[src/rtl/digit_pkg.sv]
// digit_pkg: frame constants and FSM state type shared by the frame loader, pixel
// buffer and inference core. ST_CHECK exists only when FRAME_CHECKSUM_EN is defined.
package digit_pkg;

  localparam int         N_PIXELS_DEFAULT  = 784;
  localparam logic [7:0] SYNC_BYTE_DEFAULT = 8'hAA;
  localparam int         PIX_ADDR_W        = 10;

  typedef enum logic [2:0] {
    ST_HUNT,
    ST_LOAD,
`ifdef FRAME_CHECKSUM_EN
    ST_CHECK,
`endif
    ST_START,
    ST_WAIT_INFER
  } state_t;

endpackage

[src/rtl/byte_timeout.sv]
// byte_timeout: loadable down-counter with enable and clear that emits a single-cycle
// expire pulse TIMEOUT_CLKS-1 cycles after the last clear (TIMEOUT_CLKS must be >= 3).
module byte_timeout #(
  parameter int TIMEOUT_CLKS = 2_000_000
) (
  input  logic i_clk,
  input  logic i_rst_n,
  input  logic i_en,
  input  logic i_clear,
  output logic o_expire
);

  localparam int CNT_W = $clog2(TIMEOUT_CLKS);
  // Two short of the limit: one cycle goes to the reload, one to registering the pulse.
  localparam logic [CNT_W-1:0] LOAD_VAL = CNT_W'(TIMEOUT_CLKS - 2);

  logic [CNT_W-1:0] r_count;
  logic             r_expire;

  always_ff @(posedge i_clk or negedge i_rst_n) begin
    if (!i_rst_n) begin
      r_count  <= LOAD_VAL;
      r_expire <= 1'b0;
    end else if (i_clear) begin
      r_count  <= LOAD_VAL;
      r_expire <= 1'b0;
    end else if (i_en) begin
      r_expire <= (r_count == CNT_W'(1));
      if (r_count != '0) r_count <= r_count - CNT_W'(1);
    end else begin
      r_expire <= 1'b0;
    end
  end

  assign o_expire = r_expire;

endmodule

[src/rtl/uart_frame_loader.sv]
// uart_frame_loader: hunts for the sync byte, writes N_PIXELS bytes to the pixel buffer,
// then starts inference. Define FRAME_CHECKSUM_EN to require a trailing XOR checksum byte.
module uart_frame_loader
  import digit_pkg::*;
#(
  parameter int         N_PIXELS     = N_PIXELS_DEFAULT,
  parameter int         ADDR_W       = PIX_ADDR_W,
  parameter logic [7:0] SYNC_BYTE    = SYNC_BYTE_DEFAULT,
  parameter int         TIMEOUT_CLKS = 2_000_000
) (
  input  logic              i_clk,
  input  logic              i_rst_n,
  input  logic [7:0]        i_rx_data,
  input  logic              i_rx_valid,
  input  logic              i_infer_done,
  output logic              o_pix_we,
  output logic [ADDR_W-1:0] o_pix_addr,
  output logic [7:0]        o_pix_data,
  output logic              o_infer_start,
  output logic              o_busy,
  output logic              o_frame_ok,
  output logic              o_err_timeout,
  output logic              o_err_checksum,
  output logic              o_err_overrun
);

  localparam logic [ADDR_W-1:0] LAST_PIX = ADDR_W'(N_PIXELS - 1);

  state_t            r_state;
  logic [ADDR_W-1:0] r_pix_cnt;
  logic              r_pix_we;
  logic [ADDR_W-1:0] r_pix_addr;
  logic [7:0]        r_pix_data;
  logic              r_infer_start;
  logic              r_busy;
  logic              r_frame_ok;
  logic              r_err_timeout;
  logic              r_err_overrun;
  logic              w_timer_en;
  logic              w_expire;
`ifdef FRAME_CHECKSUM_EN
  logic [7:0]        r_csum;
  logic              r_err_checksum;

  assign w_timer_en = (r_state == ST_LOAD) || (r_state == ST_CHECK);
`else
  assign w_timer_en = (r_state == ST_LOAD);
`endif

  byte_timeout #(
    .TIMEOUT_CLKS(TIMEOUT_CLKS)
  ) u_byte_timeout (
    .i_clk   (i_clk),
    .i_rst_n (i_rst_n),
    .i_en    (w_timer_en),
    .i_clear (i_rx_valid),
    .o_expire(w_expire)
  );

  always_ff @(posedge i_clk or negedge i_rst_n) begin
    if (!i_rst_n) begin
      r_state       <= ST_HUNT;
      r_pix_cnt     <= '0;
      r_pix_we      <= 1'b0;
      r_pix_addr    <= '0;
      r_pix_data    <= '0;
      r_infer_start <= 1'b0;
      r_busy        <= 1'b0;
      r_frame_ok    <= 1'b0;
      r_err_timeout <= 1'b0;
      r_err_overrun <= 1'b0;
`ifdef FRAME_CHECKSUM_EN
      r_csum         <= '0;
      r_err_checksum <= 1'b0;
`endif
    end else begin
      r_pix_we      <= 1'b0;
      r_infer_start <= 1'b0;
      r_frame_ok    <= 1'b0;
      r_err_timeout <= 1'b0;
      r_err_overrun <= 1'b0;
`ifdef FRAME_CHECKSUM_EN
      r_err_checksum <= 1'b0;
`endif
      case (r_state)
        ST_HUNT: begin
          if (i_rx_valid && (i_rx_data == SYNC_BYTE)) begin
            r_state   <= ST_LOAD;
            r_busy    <= 1'b1;
            r_pix_cnt <= '0;
`ifdef FRAME_CHECKSUM_EN
            r_csum    <= '0;
`endif
          end
        end
        // A byte arriving in the expiry cycle wins over the timeout.
        ST_LOAD: begin
          if (i_rx_valid) begin
            r_pix_we   <= 1'b1;
            r_pix_addr <= r_pix_cnt;
            r_pix_data <= i_rx_data;
`ifdef FRAME_CHECKSUM_EN
            r_csum     <= r_csum ^ i_rx_data;
`endif
            if (r_pix_cnt == LAST_PIX) begin
`ifdef FRAME_CHECKSUM_EN
              r_state <= ST_CHECK;
`else
              r_state <= ST_START;
`endif
            end else begin
              r_pix_cnt <= r_pix_cnt + ADDR_W'(1);
            end
          end else if (w_expire) begin
            r_err_timeout <= 1'b1;
            r_busy        <= 1'b0;
            r_state       <= ST_HUNT;
          end
        end
`ifdef FRAME_CHECKSUM_EN
        // A matching checksum fires the start strobes directly so they land one cycle after the byte.
        ST_CHECK: begin
          if (i_rx_valid) begin
            if (i_rx_data == r_csum) begin
              r_infer_start <= 1'b1;
              r_frame_ok    <= 1'b1;
              r_state       <= ST_WAIT_INFER;
            end else begin
              r_err_checksum <= 1'b1;
              r_busy         <= 1'b0;
              r_state        <= ST_HUNT;
            end
          end else if (w_expire) begin
            r_err_timeout <= 1'b1;
            r_busy        <= 1'b0;
            r_state       <= ST_HUNT;
          end
        end
`endif
        ST_START: begin
          r_infer_start <= 1'b1;
          r_frame_ok    <= 1'b1;
          r_state       <= ST_WAIT_INFER;
        end
        ST_WAIT_INFER: begin
          if (i_rx_valid) r_err_overrun <= 1'b1;
          if (i_infer_done) begin
            r_busy  <= 1'b0;
            r_state <= ST_HUNT;
          end
        end
        default: begin
          r_busy  <= 1'b0;
          r_state <= ST_HUNT;
        end
      endcase
    end
  end

  assign o_pix_we      = r_pix_we;
  assign o_pix_addr    = r_pix_addr;
  assign o_pix_data    = r_pix_data;
  assign o_infer_start = r_infer_start;
  assign o_busy        = r_busy;
  assign o_frame_ok    = r_frame_ok;
  assign o_err_timeout = r_err_timeout;
  assign o_err_overrun = r_err_overrun;
`ifdef FRAME_CHECKSUM_EN
  assign o_err_checksum = r_err_checksum;
`else
  assign o_err_checksum = 1'b0;
`endif

endmodule
[config.mk]
export PLATFORM = sky130hd
export DESIGN_NAME = uart_frame_loader
export DESIGN_NICKNAME = d
export VERILOG_FILES = /design/src/rtl/digit_pkg.sv /design/src/rtl/byte_timeout.sv /design/src/rtl/uart_frame_loader.sv
export SDC_FILE = /design/constraint.sdc
export NUM_CORES = 1
export LEC_CHECK = 0
export ABC_AREA = 1
export BUFFER_PORTS_ARGS = -buffer_cell sky130_fd_sc_hd__clkbuf_2
export CAP_MARGIN = 40
export CORE_MARGIN = 2
export CORE_UTILIZATION = 52
export CTS_CLUSTER_SIZE = 8
export DETAILED_ROUTE_END_ITERATION = 16
export HOLD_SLACK_MARGIN = 0.15
export PLACE_DENSITY = 0.85
export SLEW_MARGIN = 20
export SYNTH_ARGS = -nofsm -noshare
export SYNTH_HDL_FRONTEND = slang
export SYNTH_SLANG_ARGS = --single-unit
[constraint.sdc]
create_clock -name i_clk -period 1.6 [get_ports i_clk]
set_input_delay 0.08 -clock i_clk [delete_from_list [all_inputs] [get_ports i_clk]]
set_output_delay 0.08 -clock i_clk [all_outputs]
set_load 0.01 [all_outputs]
==> run metrics, run 1 <==
status=finished, violations left; failing checks=negative setup slack; Slowest Stage Delay on Critical Path=0.40 ns; achievable frequency=roughly 600 MHz; Die Wd=between 80 and 90 µm; Worst-path clk slew=0.07 ns; CTS tree=yes; drt total wl=9400 µm; CTS max path bufs=2; grt ovf=0; CTS Buf Count=9; Die Ht=82.1 µm; setup TNS=-0.0882 ns; ant diodes=0; RD Place Congestion=0.882; worst hold path type=primary input to asynchronous set/reset pin; register area share after synthesis=0.455; CORE AREA=between 5000 and 6000 µm²; initial DRC count=~250; period utilization=1.04; DRC viols=0; via count=approximately 3400; Layout Cell Area excl Fill=around 4200 µm²; largest net degree at the start of global routing=40; fin. max-slew vios=0; CP cell instances=inv_2 -> ha_4 -> nand2_2 -> nor2_2 -> nand3_2 -> nand2_4 -> nand2_8 -> buf_12 -> buf_6 -> o21ai_1; vias in the first global route=between 2000 and 3000; fin crit period=roughly 1.7 ns; area leader, netlist=dfrtp_1; Yosys cell types=34; full die area=around 6700 µm²; H-tree lvl count=3; final hold viol count=0; Final #Nets=approximately 540; Main synth FF type=dfrtp_1; DRT antenna net count=0; Max Cap Violations=0; post-DR wirelength/cell=between 15 and 20 µm; critical path fanouts, max=7; Root Buffer=clkbuf_8; crit path kind=flop to flop; Yosys reg bits=57; CP Buf/Inv Count=3; Top-Level Pins=37; GRT Overall Usage=0.249; leakage=around 2.2 nW; VDD IR-drop max=0.932 mV; initial antenna violation count=0; Crit. End Element=flop; Post-Syn Nets=between 400 and 500; starting density of the core=0.535; Syn. warnings=0; Top delay family on crit path=simple AND/OR/NAND/NOR gates; unrepaired setup endpoints after global routing=true; Critical Path AT=approximately 1.9 ns; actual slew at the worst max-slew pin=approximately 0.5 ns; Synth Area per Inst=roughly 7.3 µm²; power per cell area=1620 nW/µm²; Synth area leaders=dfrtp_1 (36%), nand2_1 (20%), dfstp_2 (10%); Setup WS post-layout=-0.0720 ns; CP startpoint kind=flop; dpl cell area=between 3000 and 4000 µm²; Post-synth EDFFs=0; Place WS=-0.0422 ns; Skew-Pair Late Insertion Delay=around 0.36 ns; DP HPWL=5310 µm; Worst slew margin=0.665; area grow syn2layout=32.6%; CTS sink cnt=between 50 and 60; CP Data Required Time=around 1.9 ns; final setup violation count=2; share of cells above drive strength 1=0.294; vias per inst=between 5 and 6; Buffers on Ports=35; ys async rst share=1.00; synthesized cell area=roughly 3200 µm²; Pre-antenna DRT Iters=5; post-synth top area share=0.355; row cnt=28; first-pass GRT wire length=between 10000 and 15000 µm; Max Clock Skew=around 0.0096 ns; slowest CP cell=dfrtp_1; Cells after Synth=approximately 430
[repair_timing]
item                                    in CTS  in global routing
gates resized for setup                      3                 37
endpoints found under the setup margin      14                 31
cloned                                       0                  1
hold buffers                                11                  0
pin swaps                                    0                 15
hold endpoints to repair                    55                  0
buffers inserted                             0                 18
[metrics by stage]
| step | hold WS (ns) | util | cells | power (mW) |
|---|---|---|---|---|
| 4_1_cts | 0.230 | 0.664 | 584 | 6.12 |
| 6_report | 0.213 | 0.709 | 603 | 6.82 |
| 5_1_grt | 0.272 | 0.709 | 603 | 7.18 |
| 3_5_place_dp | 0.0556 | 0.601 | 557 | 4.40 |
| 2_1_floorplan | -0.216 | - | 433 | 3.70 |
| 3_3_place_gp | 0.0554 | 0.601 | 557 | 4.27 |
[per-layer routing]
layer,up-vias,part of all wire,track usage
met5,-,0,0
met1,1608,0.38,0.278
met3,55,0.074,0.0703
met4,0,0.047,0.115
li1,1534,-,-
met2,183,0.50,0.437
[logic make-up after synthesis]
group / after synthesis / share of synthesized area
AO/OA/AOI/OAI: 28 / 0.0506
XOR/XNOR: 9 / 0.0249
adder cells (fa/ha/maj): 4 / 0.0158
buffers and inverters: 51 / 0.0778
flip-flops: 57 / 0.455
other: 1 / 0.00118
AND/OR/NAND/NOR: 283 / 0.375
[Yosys cell counts, types with 2 or more instances]
cell type	instances
nor3_1	6
xor2_1	8
buf_4	5
buf_6	3
nor2_2	5
nor2_1	50
clkbuf_1	3
dfrtp_1	45
ha_1	4
dfstp_2	12
nand4_1	6
o21ai_2	5
a21oi_1	4
nand3_1	35
nand2_1	170
o21ai_1	10
o21ai_0	8
inv_2	2
nand2_2	4
inv_1	34
[area by class of cell]
class	instances	area, µm²
Timing Repair inverter	1	8.76
Tap cell	75	93.8
Fill cell	368	1720
Multi-Input combinational cell	325	1590
Timing Repair Buffer	91	664
Inverter	38	158
Clock inverter	5	103
Sequential cell	57	1440
Clock buffer	11	141
[sequential cells by signal, summed over array words and instances, names as in the netlist]
register,cells
o_frame_ok,1
o_pix_we,1
r_pix_cnt,10
o_pix_data,8
r_state,2
o_busy,1
u_byte_timeout.r_count,21
u_byte_timeout.o_expire,1
o_err_timeout,1
o_err_overrun,1
o_pix_addr,10
[where the power goes]
group	switching [mW]	internal, mW
logic	1.70	1.13
registers	0.401	1.92
clock network	0.596	1.07
total	2.70	4.12
[worst paths after layout]
| path | start | end | depth (start not counted) | slack, ns |
|---|---|---|---|---|
| worst max-delay path | u_byte_timeout.r_count[0] | u_byte_timeout.r_count[0] | 10 | -0.07 |
| worst max register to register | u_byte_timeout.r_count[0] | u_byte_timeout.r_count[0] | 10 | -0.07 |
| max in group asynchronous | i_rst_n | u_byte_timeout.r_count[3] | 3 | 0.74 |
| worst min-delay path | i_rst_n | o_pix_addr[4] | 2 | 0.21 |
| min in group i_clk | o_pix_addr[1] | o_pix_addr[1] | 2 | 0.48 |
| worst min register to register | o_pix_addr[1] | o_pix_addr[1] | 2 | 0.48 |
[layout by cell type (no fill, tap or decap), drive strengths merged, types with 8 or more instances in the layout]
master       instances
buf                 45
clkbuf              46
dfrtp               45
dfstp               12
dlygate4sd3         11
inv                 37
nand2              175
nand3               36
nor2                56
o21ai               23
xor2                 8
Power figures use the tool's default switching activity.
==> inputs of run 2 (changes only) <==
--- a/config.mk
+++ b/config.mk
@@ -10,10 +10,12 @@
 export CAP_MARGIN = 40
 export CORE_MARGIN = 2
 export CORE_UTILIZATION = 52
+export CTS_CLUSTER_DIAMETER = 150
 export CTS_CLUSTER_SIZE = 8
 export DETAILED_ROUTE_END_ITERATION = 16
 export HOLD_SLACK_MARGIN = 0.15
 export PLACE_DENSITY = 0.85
+export SETUP_SLACK_MARGIN = 0.4
 export SLEW_MARGIN = 20
 export SYNTH_ARGS = -nofsm -noshare
 export SYNTH_HDL_FRONTEND = slang
==> run 2 against run 1 <==
  * The flow still finishes with violations (negative setup slack)
  * Final cell count up 1.2%
  * Combinational power up 47%
  * Power up 21%
  * Largest cell class unchanged
  * Critical endpoint is now u_byte_timeout.r_count[12]
  * Fmax down 2.5%
==> run metrics, run 2 (synthesized netlist as in run 1, its figures left out) <==
full die area=6730 µm² (unchanged); DRC viols=0 (unchanged); CTS tree=yes (unchanged); Worst path depth=10 (unchanged); commonest non-fill, non-tap cell in the layout=nand2_1 (unchanged); GRT Overall Usage=0.318 (was 0.249); CP Buf/Inv Count=1 (was 3); period utilization=1.07 (was 1.04); Die Ht=82.1 µm (unchanged); Place WS=-0.0213 ns (was -0.0422 ns); initial antenna violation count=0 (unchanged); number of cells on the worst hold path=5; vias per inst=6.21 (was 5.61); Slowest Stage Delay on Critical Path=0.42 ns (was 0.40 ns); CP Data Required Time=1.90 ns (was 1.87 ns); achievable frequency=583 MHz (was 598 MHz); CP cell instances=nor2_2 -> nand2_2 -> buf_4 -> nor2_4 -> nand2_1 -> nand2_1 -> nand2_1 -> nor2_1 -> nand2_1 -> nand2_1 (was inv_2 -> ha_4 -> nand2_2 -> nor2_2 -> nand3_2 -> nand2_4 -> nand2_8 -> buf_12 -> buf_6 -> o21ai_1); most frequent cells in the layout=nand2_1 (108), nand2_2 (49), dfrtp_1 (38), clkbuf_2 (35) (was nand2_1 (163), dfrtp_1 (44), nor2_1 (41), buf_4 (41)); CORE AREA=5920 µm² (unchanged); CTS sink cnt=57 (unchanged); leakage=2.36 nW (was 2.17 nW); RD Place Congestion=0.896 (was 0.882); share of cells above drive strength 1=0.493 (was 0.294); vias in the first global route=3457 (was 2888); ant diodes=0 (unchanged); Pre-antenna DRT Iters=8 (was 5); Setup WS post-layout=-0.116 ns (was -0.0720 ns); unrepaired setup endpoints after global routing=true (unchanged); power per cell area=1700 nW/µm² (was 1620 nW/µm²); area grow syn2layout=53.2% (was 32.6%); fin. max-slew vios=0 (unchanged); setup TNS=-0.318 ns (was -0.0882 ns); VDD IR-drop max=1.36 mV (was 0.932 mV); Crit. End Element=flop (unchanged); CTS max path bufs=2 (unchanged); Critical Path AT=2.02 ns (was 1.94 ns); DP HPWL=5020 µm (was 5310 µm); max reg flops=21 (unchanged); Final #Nets=546 (was 539); status=finished, violations left (unchanged); fill cell count=299 (was 368); Buffers on Ports=35 (unchanged); initial DRC count=427 (was 254); DRT antenna net count=0 (unchanged); Layout Cell Area excl Fill=4850 µm² (was 4200 µm²); Top delay family on crit path=simple AND/OR/NAND/NOR gates (unchanged); Root Buffer=clkbuf_8 (unchanged); failing checks=negative setup slack (unchanged); Die Wd=82.1 µm (unchanged); crit-path most repeated cell=nand2_1; final setup violation count=7 (was 2); dpl cell area=3570 µm² (was 3560 µm²); Max Cap Violations=0 (unchanged); final hold viol count=0 (unchanged); CP startpoint kind=flop (unchanged); starting density of the core=0.535 (unchanged); fin crit period=1.72 ns (was 1.67 ns); H-tree lvl count=3 (unchanged); Top-Level Pins=37 (unchanged); worst r2r path cells=10 (unchanged); drt total wl=13100 µm (was 9400 µm); via count=3788 (was 3380); crit path kind=flop to flop (unchanged); Skew-Pair Late Insertion Delay=0.37 ns (was 0.36 ns); post-DR wirelength/cell=21.5 µm (was 15.6 µm); first-pass GRT wire length=15900 µm (was 12600 µm); Worst-path clk slew=0.09 ns (was 0.07 ns); Largest Register=u_byte_timeout.r_count (unchanged); grt ovf=0 (unchanged); row cnt=28 (unchanged); largest net degree at the start of global routing=58 (was 40); CTS Buf Count=9 (unchanged); worst hold path type=primary input to flop (was primary input to asynchronous set/reset pin); slowest CP cell=dfrtp_1 (unchanged); critical path fanouts, max=4 (was 7); Max Clock Skew=0.0236 ns (was 0.00960 ns)
run 2: final cells by class:
cell class,count,area (µm²),area share
clock buffer,11,141,0.0291
clock inverter,5,78.8,0.0162
inverter,38,173,0.0356
multi-input combinational,329,2130,0.439
sequential,57,1450,0.299
tap,75,93.8,0.0193
timing repair buffer,94,777,0.160
timing repair inverter,1,11.3,0.00232
run 2: path summary, 6_finish.rpt:
path	from	end	slack [ns]
max in group asynchronous	i_rst_n	u_byte_timeout.r_count[2]	1.02
min in group asynchronous	i_rst_n	o_pix_data[6]	0.25
min	i_rx_data[1]	o_busy	0.11
min reg2reg	o_pix_addr[6]	o_pix_addr[6]	0.50
max	u_byte_timeout.r_count[7]	u_byte_timeout.r_count[12]	-0.12
max reg2reg	u_byte_timeout.r_count[7]	u_byte_timeout.r_count[12]	-0.12
run 2: where the power goes:
part / leakage [nW] / internal, mW / total, mW / switching [mW]
Sequential: 0.721 / 1.93 / 2.47 / 0.543
Combinational: 1.52 / 1.68 / 4.17 / 2.49
Clock: 0.113 / 0.918 / 1.59 / 0.677
Total: 2.36 / 4.52 / 8.23 / 3.71
run 2: metrics by stage:
| stage | power (mW) | cells | utilization | hold slack [ns] |
|---|---|---|---|---|
| finish | 8.23 | 610 | 0.820 | 0.110 |
| detailed placement | 4.40 | 550 | 0.602 | 0.109 |
| CTS | 6.60 | 595 | 0.720 | 0.138 |
| floorplan | 3.81 | 433 | - | -0.216 |
| global route | 8.60 | 610 | 0.820 | 0.138 |
| global placement | 4.32 | 550 | 0.602 | 0.107 |
run 2: layer usage:
layer / track usage / share of wire / up-vias
met1: 0.326 / 0.32 / 1747
met5: 0 / 0 / -
li1: - / - / 1556
met4: 0.212 / 0.10 / 0
met2: 0.563 / 0.48 / 339
met3: 0.0879 / 0.11 / 146
run 2: tightest hold or removal path: stages:
cell and delay (ns):
clkbuf_2 0.09, nand2_1 0.06, nor3_2 0.05, nand4_1 0.10, nand2_1 0.07
run 2: what timing repair did:
| action | CTS | global route |
|---|---|---|
| hold buffers | 10 | 3 |
| hold endpoints to repair | 67 | 4 |
| gates resized for setup | 52 | 131 |
| endpoints found under the setup margin | 49 | 53 |
| cloned | 5 | 2 |
| pin swaps | 16 | 32 |
| setup buffers | 14 | 13 |
